<file path="config.mk">
export PLATFORM = sky130hd
export DESIGN_NAME = smbus_regbank_arbiter
export DESIGN_NICKNAME = d
export VERILOG_FILES = /design/src/rtl/smbus_regbank_arbiter.sv
export SDC_FILE = /design/constraint.sdc
export NUM_CORES = 1
export LEC_CHECK = 0
export ABC_AREA = 1
export CELL_PAD_IN_SITES_DETAIL_PLACEMENT = 0
export CELL_PAD_IN_SITES_GLOBAL_PLACEMENT = 2
export CORE_MARGIN = 8
export CORE_UTILIZATION = 30
export CTS_BUF_LIST = sky130_fd_sc_hd__clkbuf_8
export DETAILED_ROUTE_END_ITERATION = 10
export HOLD_SLACK_MARGIN = 0.15
export PLACE_DENSITY = 0.8
export SLEW_MARGIN = 20
export SYNTH_ARGS = -nofsm -noshare
export SYNTH_HDL_FRONTEND = slang
export SYNTH_SLANG_ARGS = --single-unit
</file>
<file path="constraint.sdc">
create_clock -name CLK_IN -period 3.7 [get_ports CLK_IN]
set_clock_uncertainty 0.1 [all_clocks]
set_input_delay 0.74 -clock CLK_IN [delete_from_list [all_inputs] [get_ports CLK_IN]]
set_output_delay 0.74 -clock CLK_IN [all_outputs]
set_load 0.02 [all_outputs]
</file>
<file path="src/rtl/smbus_regbank_arbiter.sv">
// rtl/smbus_regbank_arbiter.sv - SMBus/local shared 8-bit register bank with sticky event register
// Optional write lock on register NUM_REGS-1 bit0: define SMBREG_WRLOCK_EN.
module smbus_regbank_arbiter #(
  parameter int          NUM_REGS = 16,
  parameter logic [7:0]  EVT_ADDR = 8'h00,
  parameter logic [7:0]  RST_VAL  = 8'h00,
  parameter int          TP       = 1
) (
  input  logic                  CLK_IN,
  input  logic                  RESET_N,
  input  logic [7:0]            SMB_CMD_I,
  input  logic [7:0]            SMB_DAT_I,
  input  logic                  SMB_WREN,
  input  logic                  SMB_RDEN,
  output logic [7:0]            SMB_DAT_O,
  input  logic                  LCL_REQ,
  input  logic                  LCL_WE,
  input  logic [7:0]            LCL_ADR,
  input  logic [7:0]            LCL_WDAT,
  output logic                  LCL_ACK,
  output logic [7:0]            LCL_RDAT,
  input  logic [7:0]            EVT_I,
  output logic                  REG_CHG,
  output logic [7:0]            REG_CHG_ADR,
  output logic [NUM_REGS*8-1:0] REGS_O
);

  localparam logic [7:0] NREG_ADR = 8'(NUM_REGS);
  localparam int         EVT_IDX  = int'(EVT_ADDR);

  // Illegal configurations get a visibly named empty scope; TP has no hardware meaning.
  if (NUM_REGS < 2 || NUM_REGS > 254 || EVT_IDX >= NUM_REGS || TP < 0) begin : g_illegal_params
  end

  typedef enum logic [1:0] {
    L_IDLE = 2'd0,
    L_WAIT = 2'd1,
    L_ACK  = 2'd2
  } lstate_t;

  logic [7:0] bank_q [NUM_REGS];

  lstate_t    lstate_q;
  logic       lwe_q;
  logic [7:0] ladr_q;
  logic [7:0] lwdat_q;
  logic       lcl_ack_q;
  logic [7:0] lcl_rdat_q;
  logic       reg_chg_q;
  logic [7:0] reg_chg_adr_q;

  logic       lcl_we_eff;
  logic [7:0] lcl_adr_eff;
  logic [7:0] lcl_wdat_eff;
  logic       lcl_go;
  logic       smb_locked;
  logic       smb_hit;
  logic       lcl_hit;
  logic       lcl_w1c;
  logic       wr_en;
  logic [7:0] wr_adr;
  logic [7:0] wr_dat;
  logic [7:0] evt_cur;
  logic [7:0] evt_clr;
  logic [7:0] evt_d;
  logic       reg_chg_d;
  logic [7:0] reg_chg_adr_d;
  logic [7:0] smb_rdat;
  logic [7:0] lcl_rdat_mux;

  // Reset value per register: event register clears to 0, lock bit (if present) clears to 0.
  function automatic logic [7:0] reg_rst_val(input int k);
    if (k == EVT_IDX) return 8'h00;
`ifdef SMBREG_WRLOCK_EN
    if (k == NUM_REGS - 1) return RST_VAL & 8'hFE;
`endif
    return RST_VAL;
  endfunction

  // Local access fields: live inputs in L_IDLE, latched copies once deferred.
  always_comb begin
    lcl_we_eff   = (lstate_q == L_IDLE) ? LCL_WE   : lwe_q;
    lcl_adr_eff  = (lstate_q == L_IDLE) ? LCL_ADR  : ladr_q;
    lcl_wdat_eff = (lstate_q == L_IDLE) ? LCL_WDAT : lwdat_q;
    lcl_go       = !SMB_WREN && (((lstate_q == L_IDLE) && LCL_REQ) || (lstate_q == L_WAIT));
  end

  // Read muxes: SMBus side is purely combinational so auto-increment sees new data at once.
  always_comb begin
    smb_rdat     = 8'hFF;
    lcl_rdat_mux = 8'hFF;
    for (int k = 0; k < NUM_REGS; k++) begin
      if (SMB_CMD_I == 8'(k)) smb_rdat = bank_q[k];
      if (lcl_adr_eff == 8'(k)) lcl_rdat_mux = bank_q[k];
    end
  end

  assign SMB_DAT_O = smb_rdat;

  // Write arbitration: SMBus always wins; local only proceeds in cycles without SMB_WREN.
  always_comb begin
`ifdef SMBREG_WRLOCK_EN
    smb_locked = bank_q[NUM_REGS-1][0] && (SMB_CMD_I != 8'(NUM_REGS - 1));
`else
    smb_locked = 1'b0;
`endif
    smb_hit = SMB_WREN && (SMB_CMD_I < NREG_ADR) && (SMB_CMD_I != EVT_ADDR) && !smb_locked;
    lcl_hit = lcl_go && lcl_we_eff && (lcl_adr_eff < NREG_ADR);
    lcl_w1c = lcl_hit && (lcl_adr_eff == EVT_ADDR);

    wr_en  = smb_hit || (lcl_hit && !lcl_w1c);
    wr_adr = smb_hit ? SMB_CMD_I : lcl_adr_eff;
    wr_dat = smb_hit ? SMB_DAT_I : lcl_wdat_eff;

    reg_chg_d     = smb_hit || lcl_hit;
    reg_chg_adr_d = smb_hit ? SMB_CMD_I : lcl_adr_eff;
  end

  // Sticky events: clear-on-read and local W1C remove old bits, new events always win.
  always_comb begin
    evt_cur = bank_q[EVT_IDX];
    evt_clr = 8'h00;
    if (SMB_RDEN && (SMB_CMD_I == EVT_ADDR)) evt_clr = evt_clr | evt_cur;
    if (lcl_w1c) evt_clr = evt_clr | lcl_wdat_eff;
    evt_d = (evt_cur & ~evt_clr) | EVT_I;
  end

  // Register bank storage: at most one general write per cycle plus the event update.
  always_ff @(posedge CLK_IN) begin
    if (!RESET_N) begin
      for (int k = 0; k < NUM_REGS; k++) bank_q[k] <= reg_rst_val(k);
    end else begin
      for (int k = 0; k < NUM_REGS; k++) begin
        if (k == EVT_IDX) begin
          bank_q[k] <= evt_d;
        end else if (wr_en && (wr_adr == 8'(k))) begin
          bank_q[k] <= wr_dat;
        end
      end
    end
  end

  // Change strobe: one pulse per committed write, address held between pulses.
  always_ff @(posedge CLK_IN) begin
    if (!RESET_N) begin
      reg_chg_q     <= 1'b0;
      reg_chg_adr_q <= 8'h00;
    end else begin
      reg_chg_q <= reg_chg_d;
      if (reg_chg_d) reg_chg_adr_q <= reg_chg_adr_d;
    end
  end

  // Local REQ/ACK handshake: immediate service, or deferred while SMBus writes keep coming.
  always_ff @(posedge CLK_IN) begin
    if (!RESET_N) begin
      lstate_q   <= L_IDLE;
      lcl_ack_q  <= 1'b0;
      lcl_rdat_q <= 8'h00;
      lwe_q      <= 1'b0;
      ladr_q     <= 8'h00;
      lwdat_q    <= 8'h00;
    end else begin
      case (lstate_q)
        L_IDLE: begin
          lcl_ack_q <= 1'b0;
          if (LCL_REQ) begin
            if (SMB_WREN) begin
              lwe_q    <= LCL_WE;
              ladr_q   <= LCL_ADR;
              lwdat_q  <= LCL_WDAT;
              lstate_q <= L_WAIT;
            end else begin
              lcl_rdat_q <= lcl_rdat_mux;
              lcl_ack_q  <= 1'b1;
              lstate_q   <= L_ACK;
            end
          end
        end
        L_WAIT: begin
          if (!SMB_WREN) begin
            lcl_rdat_q <= lcl_rdat_mux;
            lcl_ack_q  <= 1'b1;
            lstate_q   <= L_ACK;
          end
        end
        L_ACK: begin
          lcl_ack_q <= 1'b0;
          lstate_q  <= L_IDLE;
        end
        default: begin
          lcl_ack_q <= 1'b0;
          lstate_q  <= L_IDLE;
        end
      endcase
    end
  end

  assign LCL_ACK     = lcl_ack_q;
  assign LCL_RDAT    = lcl_rdat_q;
  assign REG_CHG     = reg_chg_q;
  assign REG_CHG_ADR = reg_chg_adr_q;

  for (genvar g = 0; g < NUM_REGS; g++) begin : g_image
    assign REGS_O[g*8 +: 8] = bank_q[g];
  end

endmodule

</file>
== Yosys cells after proc, flatten, opt, wreduce, memory -nomap -nowiden ==
Memories as Yosys holds them, arrays and structs flattened.
Cells that the tools add are included.
Storage, ports and cells
  register bits: 37
  memories: 1
  memory bits (writable): 128
  input port bits: 46
  output and inout bits: 154
  word-level logic and storage cells: 230
Cells by class
  bitwise logic cells: 20
  reductions and logical operators: 37
  $lt $le $gt $ge: 2
  eq/ne operators: 48
  muxes and demuxes: 114
Memories
  bank_q: words 16, width 8, read ports 16, clocked after memory_dff 0, wr ports 16, RTL line 41  | logic [7:0] bank_q [NUM_REGS];
Operators with widths (count)
  $mux W8: 57
  $eq A8 B4 Y1 const B: 24
  $eq A8 B3 Y1 const B: 12
  $mux W1: 51
  $eq A8 B2 Y1 const B: 6
  $eq A8 B1 Y1 const B: 3
  $logic_and A1 B1 Y1: 24
  $logic_not A8 Y1: 2
  $lt A8 B5 Y1 const B: 2
  $or A1 B1 Y1: 16
  $or A8 B8 Y8: 2
  $pmux W8 S2: 1
  $and A8 B8 Y8: 1
  $not A8 Y8: 1
  $reduce_bool A8 Y1: 1
  $mux W2: 3
  $ne A2 B2 Y1 const B: 2
  $pmux W2 S2: 1
  $reduce_and A2 Y1: 2
  $logic_or A1 B1 Y1: 3
  $reduce_and A3 Y1: 1
  $eq A2 B1 Y1 const B: 1
  $logic_not A1 Y1: 2
  $logic_not A2 Y1: 1
  other kinds (2): 2

== Logic depth before layout (Yosys ltp) ==
  word-level depth: 22
  mapped depth: 18
  depth with buffers taken out: 18

== Least setup slack after synthesis ==
No wires, ideal clock.
  kind: input port to output port
  start: input port SMB_CMD_I[5]
  end: output port SMB_DAT_O[1]
  required time: 2.860 ns
  data arrival time: 2.245 ns
  stages on the path: 15
  path slack: 0.615 ns
  buffers on the path: 0
  cells stage by stage: nor2_1 -> nand2_1 -> nor2_1 -> nand2_1 -> inv_1 -> nand2_1 -> a21oi_1 -> nand2_1 -> o21ai_0 -> nand3_1 -> nor3_1 -> nand3_1 -> nand2_1 -> nand2_1 -> nand2_1
On the way
  word-level cells in the longest chain between the ends: 17
  elaborated cells between the ends (all ways): 32
  classes of those cells: 15 x eq/ne; 16 x mux; 1 x reduce/logical
Ends and longest elaborated chain
  from (decl): RTL line 11  | input logic [7:0] SMB_CMD_I,
  $logic_not A8 Y1: RTL line 93  | if (SMB_CMD_I == 8'(k)) smb_rdat = bank_q[k];
  $mux W8 (15 in series): RTL line 93
  $mux W8 *: RTL line 93
  to (decl): RTL line 15  | output logic [7:0] SMB_DAT_O,
Mark *: on every way between the ends. The rest lies on a longest branch, timed or not.

== Final worst setup path ==
  start: input port SMB_CMD_I[1]
  end: output port SMB_DAT_O[7]
The elaborated chain is that of the path after synthesis.

==> impl_metrics.prom <==
# TYPE chip_impl_metric gauge
chip_impl_info{name="outcome",value="finished, final reports clean"} 1
chip_impl_metric{name="postSynthNetCount",unit=""} 1134
chip_impl_info{name="critical-path-top-delay-family",value="simple AND/OR/NAND/NOR gates"} 1
chip_impl_metric{name="grt-ovfl-total",unit=""} 0
chip_impl_metric{name="io_buffers",unit=""} 199
chip_impl_metric{name="power_frac_seq",unit=""} 0.491
chip_impl_metric{name="worst_pin_slew",unit="ps"} 851.2
chip_impl_metric{name="route.vias.total",unit=""} 8514
chip_impl_info{name="cpMostUsedCell",value="o21ai_1"} 1
chip_impl_metric{name="pre_cts_slack",unit="ps"} -975.3
chip_impl_metric{name="fin_crit_sh",unit=""} 0.9606
chip_impl_metric{name="min_period",unit="ps"} 3554
chip_impl_metric{name="ir_drop",unit="V"} 0.0001524
chip_impl_metric{name="arrival",unit="ps"} 2710
chip_impl_info{name="clock-root-buffer",value="clkbuf_8"} 1
chip_impl_metric{name="synth_edf_count",unit=""} 120
chip_impl_metric{name="tritoncts.num_buffers",unit=""} 17
chip_impl_info{name="min_path_type",value="reg -> reg"} 1
chip_impl_metric{name="total_switching_power",unit="W"} 0.001386
chip_impl_metric{name="vias_per_cell",unit=""} 4.770
chip_impl_metric{name="reg2reg_slack",unit="ps"} 720
chip_impl_metric{name="clock_path_buffers",unit=""} 2
chip_impl_metric{name="detail_route.wirelength",unit="µm"} 35820
chip_impl_metric{name="cts-htree-levels",unit=""} 4
chip_impl_metric{name="worstPathMaxFanout",unit=""} 5
chip_impl_metric{name="start_util",unit=""} 0.3042
chip_impl_metric{name="worst_slew_margin_rel",unit=""} 0.4305
chip_impl_metric{name="p_per_area",unit="nW/µm²"} 355.7
chip_impl_metric{name="coreArea",unit="µm²"} 28700
chip_impl_metric{name="utilization",unit=""} 0.4348
chip_impl_metric{name="clock_insertion_delay_at_the_later_pin_of_the_skew_report",unit="ps"} 470
chip_impl_metric{name="timing.critical_path.slowest_cell_delay",unit="ps"} 170
chip_impl_metric{name="finalSetupViolCount",unit=""} 0
chip_impl_metric{name="p_int",unit="W"} 0.003054
chip_impl_metric{name="share_comb_of_total_power",unit=""} 0.198
chip_impl_metric{name="routabilityCongestion",unit=""} 0.8724
chip_impl_metric{name="first_global_vias",unit=""} 8740
chip_impl_metric{name="drive_above_1_share",unit=""} 0.1963
chip_impl_metric{name="ys.warnings.count",unit=""} 0
chip_impl_metric{name="final_cells",unit=""} 1785
chip_impl_metric{name="slew_violations",unit=""} 0
chip_impl_metric{name="hpwl",unit="µm"} 28720
chip_impl_metric{name="rows",unit=""} 62
chip_impl_info{name="critical_path.reg2reg.endpoint",value="LCL_RDAT[4]"} 1
chip_impl_metric{name="dp_cells",unit=""} 1744
chip_impl_info{name="setup.worst_path.start_class",value="input port"} 1
chip_impl_metric{name="clock_sink_count",unit=""} 165
chip_impl_metric{name="area_growth_syn_to_layout",unit="%"} 42.93
chip_impl_metric{name="die_area",unit="µm²"} 34820
chip_impl_metric{name="grt_pass1_wl",unit="µm"} 53740
chip_impl_metric{name="first_iter_violations",unit=""} 649
chip_impl_metric{name="synth_seq_cells",unit=""} 165
chip_impl_info{name="endpoint",value="SMB_DAT_O[7]"} 1
chip_impl_metric{name="drcViolationCount",unit=""} 0
chip_impl_info{name="synth_flop_cell",value="edfxtp_1"} 1
chip_impl_metric{name="post_synthesis_cell_area",unit="µm²"} 8732
chip_impl_metric{name="postLayoutSetupSlackWorst",unit="ps"} 145.9
chip_impl_metric{name="routed_wire_length_per_instance",unit="µm"} 20.07
chip_impl_metric{name="drt.antenna.violating_nets",unit=""} 0
chip_impl_metric{name="leakagePower",unit="nW"} 5.023
chip_impl_metric{name="worst_r2r_path_cells",unit=""} 15
chip_impl_info{name="worstReg2RegStart",value="lstate_q[0]"} 1
chip_impl_info{name="critical_path.startpoint",value="SMB_CMD_I[1]"} 1
chip_impl_metric{name="synthesis.instances",unit=""} 1088
chip_impl_metric{name="ys_async_sr_fraction",unit=""} 0
chip_impl_metric{name="synth.distinct_cells",unit=""} 37
chip_impl_metric{name="clkSlewWorstSetupHoldPaths",unit="ps"} 90
chip_impl_metric{name="timing.max_cap.violations",unit=""} 0
chip_impl_info{name="layout_commonest_cell",value="nand2_1"} 1
chip_impl_metric{name="floorplan.die.height",unit="µm"} 186.6
chip_impl_metric{name="timing.critical_path.required",unit="ps"} 2860
chip_impl_info{name="critPathSlowestCell",value="o21ai_1"} 1
chip_impl_info{name="cts_tree",value="built"} 1
chip_impl_metric{name="fp.dieW",unit="µm"} 186.6
chip_impl_metric{name="antenna_found_initial",unit=""} 1
chip_impl_metric{name="maximum_number_of_pins_on_one_net_before_global_route_repair",unit=""} 44
chip_impl_metric{name="worst-path-buf-inv",unit=""} 5
chip_impl_metric{name="p_total",unit="W"} 0.004440
chip_impl_info{name="critical_path_class",value="in -> out"} 1
chip_impl_info{name="timing.critical_path.cells",value="clkbuf_2 -> inv_2 -> buf_4 -> nand2_2 -> nor3_4 -> buf_4 -> nand2_1 -> o21ai_1 -> a21oi_1 -> o21ai_1 -> nor2_1 -> o211ai_1 -> o21ai_1 -> o2111ai_2 -> nor2_1 -> nand3_1 -> nand2_2 -> buf_6"} 1
chip_impl_info{name="critical_path.endpoint_type",value="output pin"} 1
chip_impl_metric{name="grtUsageTotal",unit=""} 0.2026
chip_impl_metric{name="nets",unit=""} 1434
chip_impl_metric{name="timing.critical_path.depth",unit=""} 18
chip_impl_metric{name="synth-seq-area-share",unit=""} 0.5158
chip_impl_metric{name="post_synth.cell_area_avg",unit="µm²"} 8.026
chip_impl_metric{name="clock_power_share",unit=""} 0.311
chip_impl_metric{name="hold_violations",unit=""} 0
chip_impl_info{name="most-common-layout-cells",value="225 x nand2_1, 183 x clkdlybuf4s50_1, 170 x nor2_1, 143 x inv_1, 120 x edfxtp_1"} 1
chip_impl_metric{name="switching_share",unit=""} 0.3122
chip_impl_metric{name="drtPass1Iterations",unit=""} 5
chip_impl_metric{name="max_frequency",unit="GHz"} 0.2814
chip_impl_metric{name="floorplan.io_pins",unit=""} 200
chip_impl_metric{name="num_antenna_cells",unit=""} 0
-- power groups by stage --
| stage | Combinational (W) | Clock (W) | Sequential (W) |
|---|---|---|---|
| after floorplan | 0.000320 | 0 | 0.00230 |
| after global placement | 0.000878 | 0 | 0.00222 |
| after detailed placement | 0.000878 | 0 | 0.00222 |
| after CTS | 0.000888 | 0.00141 | 0.00218 |
| after global routing | 0.000948 | 0.00147 | 0.00219 |
| final | 0.000880 | 0.00138 | 0.00218 |
-- worst min path at each step --
stage	startpoint	endpoint	slack, ps	cells after the start
CTS	REG_CHG_ADR[4]	REG_CHG_ADR[4]	340	2
detailed placement	REG_CHG_ADR[4]	REG_CHG_ADR[4]	330	2
finish	REG_CHG_ADR[6]	REG_CHG_ADR[6]	340	2
global route	REG_CHG_ADR[4]	REG_CHG_ADR[4]	360	2
floorplan	ladr_q[3]	ladr_q[3]	330	2
global placement	REG_CHG_ADR[4]	REG_CHG_ADR[4]	320	2
-- layer usage --
| layer | track usage | vias up | routed length (µm) |
|---|---|---|---|
| met2 | 0.3509 | 283 | 17630 |
| met4 | 0.04948 | 2 | 527 |
| met1 | 0.2559 | 4053 | 15660 |
| li1 | - | 4149 | - |
| met5 | 0 | - | 13 |
| met3 | 0.03915 | 27 | 1990 |
-- metrics by stage --
| stage | hold WS, ps | cell area [µm²] | TNS [ps] |
|---|---|---|---|
| after detailed placement | 326.6 | 11850 | -9774 |
| after CTS | 340.1 | 12420 | 0 |
| after global routing | 364.1 | 12480 | -7.949 |
| after global placement | 322.8 | 11850 | -9935 |
| final | 338.0 | 12480 | 0 |
| after floorplan | 326.2 | 8732 | 0 |
-- cell type report --
class | count | area, µm²
fillers | 2939 | 16220
repair buffers | 301 | 2803
clock buffers | 18 | 247.7
well taps | 384 | 480.5
clock inverters | 14 | 147.6
inverters | 174 | 658.1
flip-flops and latches | 165 | 4504
multi-input cells | 729 | 3640
-- cell families after synthesis --
| family | Yosys count | synth area share |
|---|---|---|
| simple gates | 562 | 0.2922 |
| buf+inv | 194 | 0.08869 |
| compound gates | 167 | 0.1033 |
| flops | 165 | 0.5158 |
-- what timing repair did --
| item | in CTS | in global routing |
|---|---|---|
| pin swaps | 31 | 32 |
| buffers inserted | 8 | 1 |
| setup endpoints to repair | 8 | 8 |
| gates resized for setup | 110 | 26 |
| hold buffers | 0 | 0 |
-- registers in the layout, indices dropped and copies added, names as in the netlist --
signal / count
LCL_ACK: 1
LCL_RDAT: 8
REG_CHG: 1
REG_CHG_ADR: 8
bank_q: 128
ladr_q: 8
lstate_q: 2
lwdat_q: 8
lwe_q: 1
-- synthesized netlist by cell type (all sizes together) (8+ instances only) --
| cell | n | area [µm²] |
|---|---|---|
| nand2 | 253 | 1030 |
| nand4 | 31 | 209.0 |
| o21ai | 83 | 419.2 |
| inv | 165 | 621.8 |
| clkinv | 9 | 33.78 |
| nor3 | 21 | 147.6 |
| clkbuf | 12 | 45.04 |
| nor2 | 200 | 810.8 |
| a21oi | 64 | 324.1 |
| o211ai | 11 | 82.58 |
| edfxtp | 120 | 3603 |
| or2 | 19 | 118.9 |
| nand3 | 35 | 212.7 |
| dfxtp | 45 | 900.9 |
| buf | 8 | 73.82 |
-- worst min-delay path, delay by kind of cell (launching register included) --
| family | cells | cell delay, ps |
|---|---|---|
| flops | 1 | 320 |
| simple gates | 2 | 80 |
(Power assumes the default switching activity.)
